<file path="config.mk">
export PLATFORM = sky130hd
export DESIGN_NAME = fft32_tw_sequencer
export DESIGN_NICKNAME = d
export VERILOG_FILES = /design/src/rtl/fft32_tw_sequencer.sv
export SDC_FILE = /design/constraint.sdc
export NUM_CORES = 1
export LEC_CHECK = 0
export ABC_AREA = 1
export CORE_ASPECT_RATIO = 0.7
export CORE_MARGIN = 5
export CORE_UTILIZATION = 45
export DETAILED_ROUTE_END_ITERATION = 16
export DONT_BUFFER_PORTS = 1
export PLACE_DENSITY = 0.56
export REMOVE_ABC_BUFFERS = 1
export SYNTH_ARGS = -nofsm -noshare
export SYNTH_HDL_FRONTEND = slang
export SYNTH_SLANG_ARGS = --single-unit
</file>
<file path="constraint.sdc">
create_clock -name clk -period 7 [get_ports clk]
set_input_delay 1.4 -clock clk [delete_from_list [all_inputs] [get_ports clk]]
set_output_delay 1.4 -clock clk [all_outputs]
set_load 0.02 [all_outputs]
</file>
<file path="src/rtl/fft32_tw_sequencer.sv">
// rtl/fft32_tw_sequencer.sv - issue sequencer for an in-place 32-point radix-2 DIF FFT
//
// Walks 5 stages x 16 butterflies. For each butterfly it presents the operand
// indices and the twiddle ROM address. Idle gap cycles are inserted between
// stages. A TW_LAT-deep copy of valid/indices lines up with the twiddle ROM data.
//
// Parameters:
//   TW_LAT    twiddle ROM latency in cycles (0..3)
//   STAGE_GAP idle cycles between consecutive stages (0..7)
//
// Ports:
//   clk      in   master clock, rising edge
//   rst_n    in   asynchronous active-low reset
//   start    in   begin a transform (sampled only when idle)
//   hold     in   suppress butterfly issue this cycle
//   inv      in   inverse transform select (used only with FFT_TW_SEQ_INV_EN)
//   busy     out  transform in progress, through the done cycle
//   done     out  one-cycle pulse with the last wr_valid
//   stage    out  current stage 0..4
//   bf_valid out  idx_a/idx_b/tw_addr valid this cycle
//   idx_a    out  upper operand index
//   idx_b    out  lower operand index
//   tw_addr  out  twiddle ROM address
//   wr_valid out  bf_valid delayed TW_LAT cycles
//   wr_a     out  idx_a delayed TW_LAT cycles
//   wr_b     out  idx_b delayed TW_LAT cycles
//
// Optional feature macro: FFT_TW_SEQ_INV_EN (conjugate twiddle addressing when inv=1).

module fft32_tw_sequencer #(
    parameter int TW_LAT    = 1,
    parameter int STAGE_GAP = 2
) (
    input  logic       clk,
    input  logic       rst_n,
    input  logic       start,
    input  logic       hold,
    input  logic       inv,
    output logic       busy,
    output logic       done,
    output logic [2:0] stage,
    output logic       bf_valid,
    output logic [4:0] idx_a,
    output logic [4:0] idx_b,
    output logic [4:0] tw_addr,
    output logic       wr_valid,
    output logic [4:0] wr_a,
    output logic [4:0] wr_b
);

    typedef enum logic [1:0] {
        IDLE  = 2'd0,
        RUN   = 2'd1,
        GAP   = 2'd2,
        DRAIN = 2'd3
    } state_t;

    localparam logic [2:0] GAP_LAST   = 3'(STAGE_GAP > 0 ? STAGE_GAP - 1 : 0);
    localparam logic [1:0] DRAIN_LAST = 2'(TW_LAT > 0 ? TW_LAT - 1 : 0);

    state_t     state, state_n;
    logic [2:0] s, s_n;
    logic [3:0] b, b_n;
    logic [2:0] gcnt, gcnt_n;
    logic [1:0] dcnt, dcnt_n;
    logic       issue;
    logic       done_c;

    // Operand / twiddle arithmetic for the butterfly (s, b)
    logic [4:0] span, pos, base, calc_a, calc_b, tw_fwd, calc_tw;
    logic [4:0] last_a, last_b, last_tw;

`ifdef FFT_TW_SEQ_INV_EN
    logic inv_r;

    // inv is captured when the transform is accepted and held for its duration
    always_ff @(posedge clk or negedge rst_n) begin
        if (!rst_n) begin
            inv_r <= 1'b0;
        end else if (state == IDLE && start) begin
            inv_r <= inv;
        end
    end
`else
    logic inv_unused;
    assign inv_unused = inv;
`endif

    always_comb begin
        span   = 5'd16 >> s;
        pos    = {1'b0, b} & (span - 5'd1);
        // grp*2*span == (b - pos)*2, since grp*span == b - pos
        base   = ({1'b0, b} - pos) << 1;
        calc_a = base + pos;
        calc_b = calc_a + span;
        tw_fwd = pos << s;
        calc_tw = tw_fwd;
`ifdef FFT_TW_SEQ_INV_EN
        // Conjugate twiddle: W^(32-k); k=0 wraps back to 0
        if (inv_r) begin
            calc_tw = 5'd0 - tw_fwd;
        end
`endif
    end

    always_comb begin
        state_n = state;
        s_n     = s;
        b_n     = b;
        gcnt_n  = gcnt;
        dcnt_n  = dcnt;
        issue   = 1'b0;
        done_c  = 1'b0;
        case (state)
            IDLE: begin
                if (start) begin
                    state_n = RUN;
                    s_n     = 3'd0;
                    b_n     = 4'd0;
                end
            end
            RUN: begin
                if (!hold) begin
                    issue = 1'b1;
                    if (b == 4'd15) begin
                        if (s == 3'd4) begin
                            if (TW_LAT == 0) begin
                                // Last issue is already the last write
                                done_c  = 1'b1;
                                state_n = IDLE;
                            end else begin
                                state_n = DRAIN;
                                dcnt_n  = 2'd0;
                            end
                        end else if (STAGE_GAP > 0) begin
                            state_n = GAP;
                            gcnt_n  = 3'd0;
                        end else begin
                            s_n = s + 3'd1;
                            b_n = 4'd0;
                        end
                    end else begin
                        b_n = b + 4'd1;
                    end
                end
            end
            GAP: begin
                if (gcnt == GAP_LAST) begin
                    state_n = RUN;
                    s_n     = s + 3'd1;
                    b_n     = 4'd0;
                end else begin
                    gcnt_n = gcnt + 3'd1;
                end
            end
            DRAIN: begin
                if (dcnt == DRAIN_LAST) begin
                    done_c  = 1'b1;
                    state_n = IDLE;
                end else begin
                    dcnt_n = dcnt + 2'd1;
                end
            end
            default: begin
                state_n = IDLE;
            end
        endcase
    end

    always_ff @(posedge clk or negedge rst_n) begin
        if (!rst_n) begin
            state   <= IDLE;
            s       <= 3'd0;
            b       <= 4'd0;
            gcnt    <= 3'd0;
            dcnt    <= 2'd0;
            last_a  <= 5'd0;
            last_b  <= 5'd0;
            last_tw <= 5'd0;
        end else begin
            state <= state_n;
            s     <= s_n;
            b     <= b_n;
            gcnt  <= gcnt_n;
            dcnt  <= dcnt_n;
            if (issue) begin
                last_a  <= calc_a;
                last_b  <= calc_b;
                last_tw <= calc_tw;
            end
        end
    end

    assign busy     = (state != IDLE);
    assign done     = done_c;
    assign stage    = s;
    assign bf_valid = issue;
    // Issue outputs show the live butterfly, otherwise keep the last issued one
    assign idx_a    = issue ? calc_a  : last_a;
    assign idx_b    = issue ? calc_b  : last_b;
    assign tw_addr  = issue ? calc_tw : last_tw;

    // Alignment pipeline; free-running like the ROM register, so hold bubbles
    // pass through as wr_valid=0
    generate
        if (TW_LAT == 0) begin : g_no_lat
            assign wr_valid = bf_valid;
            assign wr_a     = idx_a;
            assign wr_b     = idx_b;
        end else begin : g_lat
            logic [TW_LAT-1:0]      v_pipe;
            logic [TW_LAT-1:0][4:0] a_pipe;
            logic [TW_LAT-1:0][4:0] b_pipe;

            always_ff @(posedge clk or negedge rst_n) begin
                if (!rst_n) begin
                    v_pipe <= '0;
                    a_pipe <= '0;
                    b_pipe <= '0;
                end else begin
                    v_pipe[0] <= bf_valid;
                    a_pipe[0] <= idx_a;
                    b_pipe[0] <= idx_b;
                    for (int i = 1; i < TW_LAT; i++) begin
                        v_pipe[i] <= v_pipe[i-1];
                        a_pipe[i] <= a_pipe[i-1];
                        b_pipe[i] <= b_pipe[i-1];
                    end
                end
            end

            assign wr_valid = v_pipe[TW_LAT-1];
            assign wr_a     = a_pipe[TW_LAT-1];
            assign wr_b     = b_pipe[TW_LAT-1];
        end
    endgenerate

endmodule

</file>
# ---- After elaboration in Yosys (flattened, before gate mapping)
# Cells that the tools add are included.
dict set report totals {
  reg_bits 30
  in_bits 5
  wordCells 80
}
dict set report classes {
  n_eq_ne 16
  bitwise 1
  reduce_logical 12
  shift 2
  muxes 32
  n_addsub 8
}
# op n
set op_table {}
lappend op_table {{$ne A2 B2 Y1 const B} 10}
lappend op_table {{$reduce_and A5 Y1} 4}
lappend op_table {{$mux W2} 9}
lappend op_table {{$mux W3} 6}
lappend op_table {{$mux W4} 4}
lappend op_table {{$mux W5} 3}
lappend op_table {{$pmux W3 S2} 2}
lappend op_table {{$pmux W4 S3} 1}
lappend op_table {{$add A5 B5 Y5} 2}
lappend op_table {{$pmux W2 S4} 1}
lappend op_table {{$reduce_bool A2 Y1} 4}
lappend op_table {{$add A3 B1 Y3 const B} 2}
lappend op_table {{$and A4 B5 Y5} 1}
lappend op_table {{$mux W1} 5}
lappend op_table {{$shl A5 B3 Y5} 1}
lappend op_table {{$shr A5 B3 Y5 const A} 1}
lappend op_table {{$sub A5 B1 Y5 const B} 1}
lappend op_table {{$add A4 B1 Y4 const B} 1}
lappend op_table {{$eq A2 B2 Y1 const B} 2}
lappend op_table {{$eq A4 B4 Y1 const B} 1}
lappend op_table {{$logic_not A2 Y1} 2}
lappend op_table {{$pmux W2 S2} 1}
lappend op_table {{$sub A4 B4 Y4} 1}
lappend op_table {{$eq A3 B1 Y1 const B} 1}
lappend op_table {{other kinds (5)} 5}

# ---- Logic depth before layout (Yosys ltp)
dict set report logic_depth {
  ltp_word 7
  mapped_depth 17
  ltp_nobuf 17
}

# ---- Worst setup path after synthesis
# Ideal clock, no wire load.
dict set report synth_path {
  kind {register to output}
  from {register s[0], in the netlist stage[0]}
  to {output port idx_b[3]}
  arrival_time_ns 3.253
  stages_incl_launch_ff 12
  setup_slack_ns 2.347
  required_time_ns 5.600
  path_buffers 0
  cell_sequence {dfrtp_1 -> clkinv_1 -> ha_1 -> nand2_1 -> o21ai_1 -> nand2_1 -> ha_1 -> fa_1 -> xor2_1 -> ha_1 -> xor2_1 -> o21ai_0}
}
dict set report synth_between {
  elab_chain_cells 7
}
# item line_no
set synth_lines {}
lappend synth_lines {{start, declared} 62} ;# logic [2:0] s, s_n;
lappend synth_lines {{start signal, assigned} 182} ;# s <= s_n;
lappend synth_lines {{$shr A5 B3 Y5 *} 90} ;# span = 5'd16 >> s;
lappend synth_lines {{$sub A5 B1 Y5} 91} ;# pos = {1'b0, b} & (span - 5'd1);
lappend synth_lines {{$and A4 B5 Y5} 91}
lappend synth_lines {{$sub A4 B4 Y4} 93} ;# base = ({1'b0, b} - pos) << 1;
lappend synth_lines {{$add A5 B5 Y5} 94} ;# calc_a = base + pos;
lappend synth_lines {{$add A5 B5 Y5 *} 95} ;# calc_b = calc_a + span;
lappend synth_lines {{$mux W5 *} 200} ;# assign idx_b = issue ? calc_b : last_b;
lappend synth_lines {{end, declared} 44} ;# output logic [4:0] idx_b,
# Every way passes the cells marked *; elsewhere a longest branch is shown, timed or not.

# ---- Worst setup path after layout
dict set report layout_path {
  from {register s[0], in the netlist stage[0]}
  to {output port idx_b[4]}
}
# The elaborated chain is that of the path after synthesis.

==> results.md <==
* Status: finished clean
* Static Leak at approximately 0.0011 uW
* Setup CP Type: reg -> out
* Clock group share of total power at 0.157
* Worst Reg-to-Reg Cells at 16
* Worst-Margin Slew at 0.780 ns
* IO Port Bufs at 0
* Worst skew pair latency at around 0.27 ns
* Cell Area, Synth at roughly 0.002 mm^2
* DRC at 0
* Nature of the critical path endpoint: output port
* Peak VDD IR at approximately 160 uV
* Hold path cells at 1
* GP Congestion at 0.869
* Post-layout util at 0.486
* Avg Cell Area, Syn at ~8 um^2
* Clock sink count at 30
* Worst path cell trace: clkinv_1, ha_1, nand2_1, o21ai_1, nand2_1, ha_1, fa_1, xor2_1, ha_1, a21oi_1, nand2_1, nand2_1, nand2_1, nand3b_1, nand3_1, nand2_1
* Top Ports at 37
* H-Tree Depth at 2
* Final Hold Vio Count at 0
* Iter 0 DRT Violations at approximately 50
* Detail Placement HPWL at roughly 3100 um
* Largest net degree at the start of global routing at 31
* Rows at 20
* WP buf/inv at 1
* Num CTS Buffers at 5
* Die X at around 90 um
* Worst path top cell family by delay: adder cells
* CP max-delay cell: dfrtp_1
* Placed cells at slightly below 300
* Vias per cell at 5.02
* Setup TNS at 0 ns
* Top fanout value on the critical path at 11
* Overflow after GRT at 0
* First-pass DRT Iterations at 4
* Number of global-route vias before repair at around 1.4k
* Worst path most repeated cell: nand2_1
* Hold-fix buffers at CTS at 0
* Die footprint at 0.00576 mm^2
* Worst-path clk slew at about 0.060 ns
* #FFs+latches synth at 30
* Slowest Stage Delay on Critical Path at 0.58 ns
* WP data required at 5.60 ns
* Setup bufs post-CTS at 0
* Initial antenna violation count at 0
* Drt wl/cell at roughly 14 um
* Die height at 65.0 um
* Reg power frac at 0.383
* Initial Util at 0.457
* Worst rel slew slack at 0.475
* Multiplexer share of the synthesized area at 0.00515
* Ys Warns at 0
* Max_cap viols at 0
* Final min period at 5.44 ns
* WL final at 4100 um
* Critical path depth at 16
* Synth Area in Compound Gates at 0.106
* Final hold slack at about 0.5 ns
* Clock Skews at 0.00234 ns
* Vias at approximately 1.5k
* Sw Ratio at 0.512
* Post-route ant nets at 0
* Area growth from synthesis to layout at 6.24%
* XOR/XNOR Fraction of Synth Area at 0.0315
* Psw at between 400 and 500 uW
* Overall Global Routing Usage at 0.157
* CP arrival at just over 4 ns
* Post-synthesis simple-gate area fraction at 0.262
* Finished Cell Area at just over 0.002 mm^2
* Distinct cell type count after synthesis at 28
* Fraction of the mapped netlist area in adder cells at 0.130
* Post-CTS sizing at 0
* # setup viols final at 0
* # nets final at roughly 270
* Final Cycle Share at 0.778
* CTS max path bufs at 2
* RSZ-0062 raised after global routing: no
* Fill cells at 418
* Share of cells above drive strength 1 at 0.0524
* Fmax at about 180 MHz
* First-pass GRT wire length at around 7000 um
* CTS tree: done
* Pint at approximately 400 uW
* Placed Area at between 0.0015 and 0.002 mm^2
* PD cells at 398 mW/mm^2
* Root Driver: clkbuf_8
* Worst min-delay path category: reg -> reg
* Slew Viols, Final at 0
* CORE AREA at 0.00425 mm^2
* Largest family of logic cells by synthesized area: simple AND/OR/NAND/NOR gates
* Startpoint types: flip-flop
* Seq/Total Area, Yosys at 0.386
* Syn Inst Count at 245
* Fin cells at between 300 and 400
* Combinational Power Share at 0.460
* # diodes at 0
[synthesized netlist by cell type]
cell	n	area share
nand2_1	61	0.12
nor3_1	2	0.0051
o211ai_1	2	0.0077
clkbuf_2	1	0.0026
and2_0	1	0.0032
conb_1	2	0.0039
clkbuf_1	3	0.0058
o21ai_1	5	0.013
nand3_1	22	0.057
dfrtp_1	30	0.39
nand4_1	3	0.0097
inv_2	3	0.0058
buf_6	1	0.0058
o22ai_1	2	0.0064
inv_1	28	0.054
nor2_1	16	0.031
fa_1	2	0.021
nand3b_1	4	0.015
clkinv_1	1	0.0019
ha_1	17	0.11
a21oi_1	11	0.028
nand2_4	2	0.012
o21ai_0	14	0.036
o31ai_1	1	0.0039
xor2_1	7	0.032
a211oi_4	1	0.010
mux2i_1	1	0.0051
nor2_4	2	0.012
[cell type report]
type | count | area, um^2 | share of cell area
well taps | 55 | 68.8 | 0.0333
multi-input cells | 179 | 1050 | 0.508
clock buffers | 7 | 76.3 | 0.0369
inverters | 32 | 120 | 0.0581
flip-flops and latches | 30 | 751 | 0.363
[path summary, 6_finish.rpt]
path | startpoint | to | slack, ns
setup / recovery | stage[0] | idx_b[4] | 1.56
hold / removal | gcnt[0] | gcnt[0] | 0.51
setup reg to reg | stage[0] | wr_b[4] | 3.06
hold reg to reg | gcnt[0] | gcnt[0] | 0.51
max in group asynchronous | rst_n | wr_a[2] | 6.11
min in group asynchronous | rst_n | dcnt[1] | 0.81
[sequential cells by signal, summed over array words and instances, names as in the netlist]
signal	flops
state	2
wr_valid	1
wr_a	5
dcnt	2
gcnt	3
last_tw	5
wr_b	5
stage	3
b	4
[placed cells by master, fill, tap and decap left out]
master / count
a211oi_4: 1
a21oi_1: 11
and2_0: 1
clkbuf_1: 2
clkbuf_8: 5
clkinv_1: 1
conb_1: 3
dfrtp_1: 30
fa_1: 2
ha_1: 17
inv_1: 28
inv_2: 3
mux2i_1: 1
nand2_1: 61
nand2_4: 2
nand3_1: 22
nand3b_1: 4
nand4_1: 3
nor2_1: 16
nor2_4: 2
nor3_1: 2
o211ai_1: 2
o21ai_0: 14
o21ai_1: 5
o22ai_1: 2
o31ai_1: 1
xor2_1: 7
[kinds of logic after synthesis]
| group | Yosys count |
|---|---|
| multiplexers | 1 |
| AND/OR/NAND/NOR | 113 |
| AO/OA/AOI/OAI | 36 |
| flip-flops | 30 |
| buffers and inverters | 37 |
| adder cells (fa/ha/maj) | 19 |
| XOR/XNOR | 7 |
| other | 2 |
[metal layers]
metal  GRT usage  share of wire
met1       0.231           0.52
met2       0.221           0.41
met3      0.0534          0.065
met4      0.0340         0.0051
met5           0              0
[per-stage QoR]
stage | total power (uW) | worst slack [ns]
3_5_place_dp | 701 | 1.82
2_1_floorplan | 620 | 2.34
4_1_cts | 834 | 1.52
3_3_place_gp | 694 | 1.82
5_1_grt | 899 | 1.15
6_report | 822 | 1.56
[power by group through the flow]
stage | logic, uW | registers, uW | clock network (uW)
finish | 378 | 314 | 129
global route | 436 | 321 | 143
CTS | 384 | 315 | 135
detailed placement | 383 | 318 | 0
global placement | 377 | 317 | 0
floorplan | 315 | 305 | 0
(Power assumes the default switching activity.)
